## src/rtl/tib_loader.sv

```systemverilog
// Console line writer: edits an incoming byte stream into the terminal input
// buffer, terminates it with 0x00, publishes the length and waits for the core.
module tib_loader #(
  parameter  int unsigned TIB    = 'h1000,
  parameter  int unsigned TIB_SZ = 'h100,
  parameter  int unsigned ASZ    = 17,
  localparam int unsigned IW     = $clog2(TIB_SZ)
) (
  input  logic           clk,
  input  logic           rst,
  input  logic [7:0]     rx_data_i,
  input  logic           rx_valid_i,
  output logic           rx_ready_o,
  output logic           mem_req_o,
  input  logic           mem_gnt_i,
  output logic           mem_we_o,
  output logic [ASZ-1:0] mem_addr_o,
  output logic [7:0]     mem_data_o,
  output logic           line_rdy_o,
  output logic [IW-1:0]  len_o,
  output logic           ovf_o,
  input  logic           tib_ack_i
);

  localparam logic [7:0] CH_BS  = 8'h08;
  localparam logic [7:0] CH_LF  = 8'h0a;
  localparam logic [7:0] CH_CR  = 8'h0d;
  localparam logic [7:0] CH_DEL = 8'h7f;
  localparam logic [IW-1:0] IDX_LAST = IW'(TIB_SZ - 1);

  typedef enum logic [2:0] {
    S_INIT,
    S_IDLE,
    S_WR,
    S_TERM,
    S_DONE
  } state_t;

  state_t          state_q, state_d;
  logic [IW-1:0]   idx_q, idx_d;
  logic [ASZ-1:0]  addr_q, addr_d;
  logic [7:0]      data_q, data_d;
  logic            rdy_q, rdy_d;
  logic [IW-1:0]   len_q, len_d;
  logic            ovf_q, ovf_d;

  always_ff @(posedge clk or posedge rst) begin
    if (rst) begin
      state_q <= S_INIT;
      idx_q   <= '0;
      addr_q  <= ASZ'(TIB);
      data_q  <= '0;
      rdy_q   <= 1'b0;
      len_q   <= '0;
      ovf_q   <= 1'b0;
    end else begin
      state_q <= state_d;
      idx_q   <= idx_d;
      addr_q  <= addr_d;
      data_q  <= data_d;
      rdy_q   <= rdy_d;
      len_q   <= len_d;
      ovf_q   <= ovf_d;
    end
  end

  // Line editing and write sequencing; the last slot is kept for the terminator.
  always_comb begin
    state_d = state_q;
    idx_d   = idx_q;
    data_d  = data_q;
    rdy_d   = rdy_q;
    len_d   = len_q;
    ovf_d   = ovf_q;
    unique case (state_q)
      S_INIT: state_d = S_IDLE;
      S_IDLE: begin
        if (rx_valid_i) begin
          if (rx_data_i == CH_CR) begin
            state_d = S_IDLE;
          end else if (rx_data_i == CH_BS || rx_data_i == CH_DEL) begin
            if (idx_q != '0) idx_d = idx_q - IW'(1);
          end else if (rx_data_i == CH_LF) begin
            data_d  = 8'h00;
            state_d = S_TERM;
          end else if (idx_q != IDX_LAST) begin
            data_d  = rx_data_i;
            state_d = S_WR;
          end else begin
            ovf_d = 1'b1;
          end
        end
      end
      S_WR: begin
        if (mem_gnt_i) begin
          idx_d   = idx_q + IW'(1);
          state_d = S_IDLE;
        end
      end
      S_TERM: begin
        if (mem_gnt_i) begin
          len_d   = idx_q;
          rdy_d   = 1'b1;
          state_d = S_DONE;
        end
      end
      S_DONE: begin
        if (tib_ack_i) begin
          idx_d   = '0;
          len_d   = '0;
          ovf_d   = 1'b0;
          rdy_d   = 1'b0;
          state_d = S_IDLE;
        end
      end
      default: state_d = S_INIT;
    endcase
  end

  // Address register tracks the next index so it is stable during WR/TERM.
  assign addr_d = ASZ'(TIB) + ASZ'(idx_d);

  assign rx_ready_o = (state_q == S_IDLE);
  assign mem_req_o  = (state_q == S_WR) || (state_q == S_TERM);
  assign mem_we_o   = mem_req_o;
  assign mem_addr_o = addr_q;
  assign mem_data_o = data_q;
  assign line_rdy_o = rdy_q;
  assign len_o      = len_q;
  assign ovf_o      = ovf_q;

endmodule

```

## config.mk

```make
export PLATFORM = sky130hd
export DESIGN_NAME = tib_loader
export DESIGN_NICKNAME = d
export VERILOG_FILES = /design/src/rtl/tib_loader.sv
export SDC_FILE = /design/constraint.sdc
export NUM_CORES = 1
export LEC_CHECK = 0
export CORE_ASPECT_RATIO = 1.75
export CORE_MARGIN = 2
export CORE_UTILIZATION = 30
export DETAILED_ROUTE_END_ITERATION = 7
export PLACE_DENSITY = 0.55
export SYNTH_ARGS = -nofsm -noshare
export SYNTH_HDL_FRONTEND = slang
export SYNTH_SLANG_ARGS = --single-unit
```

## constraint.sdc

```tcl
create_clock -name clk -period 5.2 [get_ports clk]
set_input_delay 0.52 -clock clk [delete_from_list [all_inputs] [get_ports clk]]
set_output_delay 0.52 -clock clk [all_outputs]
set_load 0.02 [all_outputs]
```

[After elaboration in Yosys (flattened, before gate mapping)]
Index checks and enable logic that the tools add are counted.
Storage, ports and cells
  flip-flop bits (word level): 46
  bits in latches: 0
  memory bits (writable): 0
  memory bits (read-only): 0
  input bits: 13
  output and inout port bits: 38
  memories kept: 0
Cells by class
  $add $sub $neg: 3
  multiply operators: 0
  divide/modulo/power cells: 0
  order comparisons: 0
  eq/ne operators: 19
  shift-type cells: 0
  muxes and demuxes: 30
  bitwise gates (word level): 2
  reduce and logical (&&, ||, !) cells: 11
Operator list (number)
  $mux W8: 10
  $eq A8 B4 Y1 const B: 3
  $mux W3: 8
  $pmux W8 S3: 1
  $ne A2 B2 Y1 const B: 8
  $pmux W8 S2: 1
  $pmux W3 S5: 1
  $add A13 B8 Y14 const A: 1
  $add A8 B1 Y8 const B: 1
  $eq A8 B7 Y1 const B: 1
  $ne A8 B8 Y1 const B: 1
  $reduce_bool A8 Y1: 1
  $sub A8 B1 Y8 const B: 1
  $mux W1: 7
  $reduce_and A7 Y1: 1
  $eq A3 B2 Y1 const B: 2
  $reduce_and A6 Y1: 1
  $reduce_bool A2 Y1: 3
  $reduce_and A5 Y1: 1
  $ne A4 B1 Y1 const B: 1
  $pmux W1 S2: 2
  $eq A3 B1 Y1 const B: 1
  $eq A3 B3 Y1 const B: 1
  $logic_not A3 Y1: 1
  other kinds (4): 6

[Longest topological paths before layout]
Gate-level depths: netlist of run 1.
  depth after elaboration: 7
  depth in mapped cells: 10
  depth with buffers taken out: 9

[Worst setup path before layout of run 1]
No wires, ideal clock.
  kind: reg2reg
  start point: register state_q[2]
  end point: register idx_q[6]
  setup time: 0.103 ns
  data arrival time: 2.306 ns
  required time: 5.097 ns
  path slack: 2.790 ns
  stages on the path, launching flop included: 9
  clock period less this slack: 2.410 ns
  cell sequence: dfrtp_1 and2b_1 nand2_1 ha_1 nor2b_1 o31a_1 o21a_1 o21a_1 o41ai_2
On the way
  word-level cells in the longest chain between the ends: 2
  elaborated cells on any way between the ends: 4
RTL lines
  start, declared: RTL line 39  | state_t state_q, state_d;
  start signal, assigned: RTL line 57  | state_q <= state_d;
  $eq A3 B3 Y1 (tied with other cells): RTL line 75  | unique case (state_q)
  $pmux W8 S3 (*): RTL line 75
  end signal, assigned: RTL line 58  | idx_q <= idx_d;
  end, declared: RTL line 40  | logic [IW-1:0] idx_q, idx_d;
Every way passes the cells marked *; elsewhere a longest branch is shown, timed or not.
A chain may end at the register's enable or synchronous reset.

[Worst setup path in the final report of run 1]
Ends and elaborated chain as after synthesis.

==> results of run 1 <==
## final cells by class
type	count	area (µm²)	share of cell area, %
Multi-Input combinational cell	141	980	41.8
Clock buffer	7	86.3	3.69
Tap cell	78	97.6	4.17
Inverter	9	33.8	1.44
Timing Repair Buffer	42	418	17.9
Sequential cell	29	726	31.0
## synth_stat cells (all sizes together)
library cell   n  area share, %
a211oi         1           0.69
a21boi         2            1.0
a21o           1           0.41
a21oi          5            1.4
a2bb2oi        2           0.96
a311o          1           0.55
a31oi          2           0.69
and2           2           0.83
and2b          1           0.41
and3           1           0.34
and3b          1           0.48
buf           12            5.4
clkbuf         2           0.41
conb           2           0.41
dfrtp         29             40
fa             1            1.1
ha             6            4.1
inv            9            1.9
mux2           6            3.7
mux2i          3            1.7
nand2         26            5.4
nand3         17            5.0
nand4          2           0.69
nor2           7            1.4
nor2b          3            1.0
nor3           5            1.4
nor3b          2            1.4
nor4           4            1.7
nor4b          3            1.8
o2111ai        2            1.3
o211ai         1           0.41
o21a           4            1.7
o21ai          3           0.83
o21bai         2           0.83
o221ai         1           0.83
o311a          1           0.55
o311ai         1           0.48
o31a           1           0.48
o31ai          6            2.5
o41ai          3            2.7
or3            1           0.34
xnor2          1           0.48
xor2           1           0.48
## layer usage
metal	wire, µm	part of all wire [%]	track usage [%]
met3	133	2.8	1.68
met4	136	2.9	8.57
met5	0	0	0
met1	1820	39	15.8
met2	2630	56	27.6
## power by group
part           switching, mW  leakage [nW]  internal (mW)  total (mW)
registers              0.116         0.354          0.334       0.450
logic                  0.564         0.614          0.483        1.05
clock network         0.0863        0.0443          0.105       0.191
## critical path, stage by stage (launching register included)
cell and delay [ps]:
dfrtp_1 510, and2b_1 280, nand2_1 260, inv_1 130, fa_1 390, nor2b_1 280
o31a_1 220, o21a_1 150, nor3_1 60, o41ai_2 260
## metrics by stage
stage	hold slack [ps]	instance area (µm²)
6_report	469	2340
5_1_grt	519	2340
4_1_cts	473	2340
3_5_place_dp	459	2250
3_3_place_gp	452	2250
2_1_floorplan	513	1840
## sequential cells by signal, indices dropped and copies added (netlist names)
signal and count:
mem_data_o 8, idx_q 8, ovf_o 1, line_rdy_o 1, len_o 8, state_q 3
## logic make-up (layout without fill, tap and decap cells)
logic type,count (synthesis),count (layout)
simple gates,75,75
buf+inv,23,58
compound gates,39,39
xor+xnor,2,2
other cells,2,9
flops,29,29
mux,9,9
fa+ha+maj,7,7
## worst min-delay path by stage
stage	start	endpoint	slack, ps	depth (start not counted)
6_report	len_o[4]	len_o[4]	470	2
5_1_grt	len_o[2]	len_o[2]	520	2
4_1_cts	len_o[4]	len_o[4]	470	2
3_5_place_dp	len_o[4]	len_o[4]	460	2
3_3_place_gp	len_o[6]	len_o[6]	450	2
2_1_floorplan	state_q[0]	state_q[0]	510	1
==> flow_summary.json, run 1 <==
{
  "drv_cap": 0,
  "r2r_cells": 9,
  "reg2reg_setup_slack_ps": 2540,
  "place_ws_ps": 2490,
  "final_layout_size_suffix_gt1_share_pct": 11.0,
  "clk_latency_ps": 280,
  "dp_cells": 299,
  "end_kind": "flip-flop",
  "ir_worst_vdd_mv": 0.219,
  "clock-root-buffer": "clkbuf_8",
  "row_count": 37,
  "setup_viol": 0,
  "vias": 1521,
  "finalPower_mw": 1.69,
  "cp-start-kind": "flip-flop",
  "clock_sinks": 29,
  "r2r-end": "idx_q[6]",
  "crit_end": "idx_q[6]",
  "cts_max_level": 2,
  "ctsHoldBuffers": 0,
  "overflow": 0,
  "antenna_left": 0,
  "relSlewSlack_pct": 36.7,
  "via_per_inst": 4.97,
  "synthesis.area_um2": 1820,
  "cp.arrival_ps": 2830,
  "grt_pass1_vias": 1531,
  "path_max_fanout": 8,
  "finalCritPeriodShare_pct": 51.1,
  "grt_start_max_net_pins": 30,
  "cp_data_required_time_ps": 5380,
  "chipWidth_um": 62.8,
  "synth_warnings": 0,
  "synth_top_family_by_area": "simple AND/OR/NAND/NOR gates",
  "layout.cells.non_filler": 306,
  "antenna_found_initial": 0,
  "min_period_ps": 2660,
  "yosys.area_share.adder_pct": 5.23,
  "drc": 0,
  "synth_compound_area_share_pct": 18.2,
  "power.density_nw_per_um2": 721,
  "area_delta_synth_final_pct": 28.8,
  "yosys_register_bits": 29,
  "reg2reg_from": "state_q[2]",
  "final_util_pct": 39.8,
  "ys_types": 51,
  "drv_slew": 0,
  "post_cts_buffers": 0,
  "wl_mm": 4.72,
  "cts_tree": "yes",
  "hold_viol": 0,
  "dieArea_um2": 6720,
  "numPortBuffers": 41,
  "status": "completed",
  "synth.avg_cell_area_um2": 9.77,
  "clockBufferDepth": 2,
  "wl_per_cell_um": 15.4,
  "crit_path_start": "state_q[2]",
  "synth-simple-area-share_pct": 22.2,
  "tns_ps": 0,
  "final_cell_mix": "41 x clkdlybuf4s50_1, 29 x dfrtp_1, 26 x nand2_1",
  "fin_skew_ps": 7.06,
  "critPathKind": "flip-flop to flip-flop",
  "grt_pass1_wl_mm": 7.70,
  "final_common_cell": "clkdlybuf4s50_1",
  "hold_path.class": "flip-flop to flip-flop",
  "layout_setup_ws_ps": 2540,
  "globalplace.congestion": 0.850,
  "synth-seq-area-share_pct": 39.9,
  "io_pins": 51,
  "dr.pass1.iters": 4,
  "synth_mux_area_share_pct": 5.37,
  "core_area_um2": 5880,
  "max_freq_ghz": 0.376,
  "rsz0062_at_grt": "no",
  "cts.clk_slew.worst_paths_ps": 60,
  "antenna_cells": 0,
  "start_util_pct": 30.9,
  "fin_nets": 248,
  "cts_buffers": 5,
  "hpwlAfterDp_mm": 3.67,
  "leakage_nw": 1.01,
  "drt_iter0_drc": 100,
  "tightest_slew_ps": 950,
  "syn_inst": 186,
  "synthXorXnorAreaFrac_pct": 0.964,
  "die_h_um": 107,
  "grt_usage_pct": 14.8,
  "fillers": 592,
  "cts_resized": 0
}
No activity file was read; power rests on OpenSTA's default activity.
==> inputs of run 2 (changes only) <==
clock period = 2.7 ns   (was 5.2 ns; I/O delays follow)
==> flow_summary.json, run 2 (synthesis results as in run 1) <==
{
  "critPathKind": "flip-flop to flip-flop",
  "io_pins": 51,
  "cp-start-kind": "flip-flop",
  "drv_slew": 0,
  "layout.cells.non_filler": 320,
  "dp_cells": 312,
  "end_kind": "flip-flop",
  "grt_pass1_wl_mm": 8.06,
  "setup_viol": 0,
  "cts.clk_slew.worst_paths_ps": 70,
  "tns_ps": 0,
  "via_per_inst": 5.02,
  "fin_nets": 261,
  "power.density_nw_per_um2": 1350,
  "hold_path.class": "input port to async pin",
  "cp_data_required_time_ps": 2880,
  "overflow": 0,
  "chipWidth_um": 62.8,
  "clk_latency_ps": 280,
  "area_delta_synth_final_pct": 33.9,
  "grt_start_max_net_pins": 30,
  "antenna_left": 0,
  "cp.arrival_ps": 2660,
  "vias": 1607,
  "final_layout_size_suffix_gt1_share_pct": 16.1,
  "numPortBuffers": 41,
  "clock_sinks": 29,
  "reg2reg_setup_slack_ps": 220,
  "min_period_ps": 2480,
  "antenna_cells": 0,
  "leakage_nw": 1.07,
  "cts_resized": 0,
  "pwr-share-seq_pct": 25.2,
  "hold_viol": 0,
  "ir_worst_vdd_mv": 0.481,
  "row_count": 37,
  "path_max_fanout": 7,
  "p_int_mw": 1.81,
  "sw_frac_of_total_pct": 45.1,
  "final_common_cell": "clkdlybuf4s50_1",
  "relSlewSlack_pct": 65.7,
  "cts_tree": "yes",
  "tightest_slew_ps": 514,
  "globalplace.congestion": 0.828,
  "wl_mm": 4.87,
  "drv_cap": 0,
  "grt_pass1_vias": 1666,
  "fin_skew_ps": 7.28,
  "place_ws_ps": 247,
  "max_freq_ghz": 0.404,
  "ctsHoldBuffers": 0,
  "cts_max_level": 2,
  "clockBufferDepth": 2,
  "clock-root-buffer": "clkbuf_8",
  "final_cell_mix": "41 x clkdlybuf4s50_1, 29 x dfrtp_1, 26 x nand2_1",
  "dr.pass1.iters": 4,
  "pwr-share-comb_pct": 64.2,
  "hpwlAfterDp_mm": 3.80,
  "finalCritPeriodShare_pct": 91.8,
  "drc": 0,
  "wl_per_cell_um": 15.2,
  "rsz0062_at_grt": "no",
  "p_clk_share_pct": 10.5,
  "antenna_found_initial": 0,
  "status": "completed",
  "layout_setup_ws_ps": 223,
  "dieArea_um2": 6720,
  "cts_buffers": 5,
  "start_util_pct": 30.9,
  "core_area_um2": 5880,
  "power.switching_mw": 1.49,
  "die_h_um": 107,
  "grt_usage_pct": 15.4,
  "drt_iter0_drc": 94,
  "post_cts_buffers": 0,
  "fillers": 602
}
run 2: per-stage QoR:
step / util (%) / area [µm²] / power, mW / hold WS, ps
4_1_cts: 41.4 / 2430 / 3.32 / 372
6_report: 41.4 / 2430 / 3.30 / 359
5_1_grt: 41.4 / 2430 / 3.56 / 405
2_1_floorplan: - / 1840 / 2.23 / 348
3_5_place_dp: 40.0 / 2350 / 2.97 / 460
3_3_place_gp: 40.0 / 2350 / 2.95 / 454
run 2: routing by layer:
metal / share of wire, % / GRT usage, %
met4: 3.3 / 9.52
met5: 0 / 0
met3: 3.1 / 2.20
met2: 57 / 29.6
met1: 37 / 15.2
run 2: power groups by stage:
| stage | logic (mW) | registers (mW) | clock network (mW) |
|---|---|---|---|
| after detailed placement | 2.12 | 0.845 | 0 |
| after floorplan | 1.21 | 1.02 | 0 |
| after CTS | 2.13 | 0.836 | 0.357 |
| after global placement | 2.11 | 0.841 | 0 |
| after global routing | 2.32 | 0.870 | 0.373 |
| final | 2.12 | 0.832 | 0.347 |
run 2: cell type report:
class	instances	area (µm²)	share of cell area, %
Inverter	9	33.8	1.39
Tap cell	78	97.6	4.01
Timing Repair Buffer	55	515	21.2
Multi-Input combinational cell	141	980	40.2
Clock inverter	2	10.0	0.411
Sequential cell	29	726	29.8
Clock buffer	6	72.6	2.98
run 2: worst paths after layout:
path / from / endpoint / cells past startpoint
setup / recovery: state_q[1] / idx_q[6] / 9
hold / removal: rst / mem_data_o[1] / 3
setup reg to reg: state_q[1] / idx_q[6] / 9
hold reg to reg: len_o[5] / len_o[5] / 2
max in group asynchronous: rst / len_o[6] / 3
min in group clk: len_o[5] / len_o[5] / 2
run 2: worst max-delay path, cell delays in order, from the launching register on:
cell and delay [ps]:
dfrtp_1 380, and2b_1 220, nand2_1 270, inv_1 130
fa_1 400, nor2b_1 290, o31a_1 220, o21a_1 140
nor3_1 50, o41ai_2 270
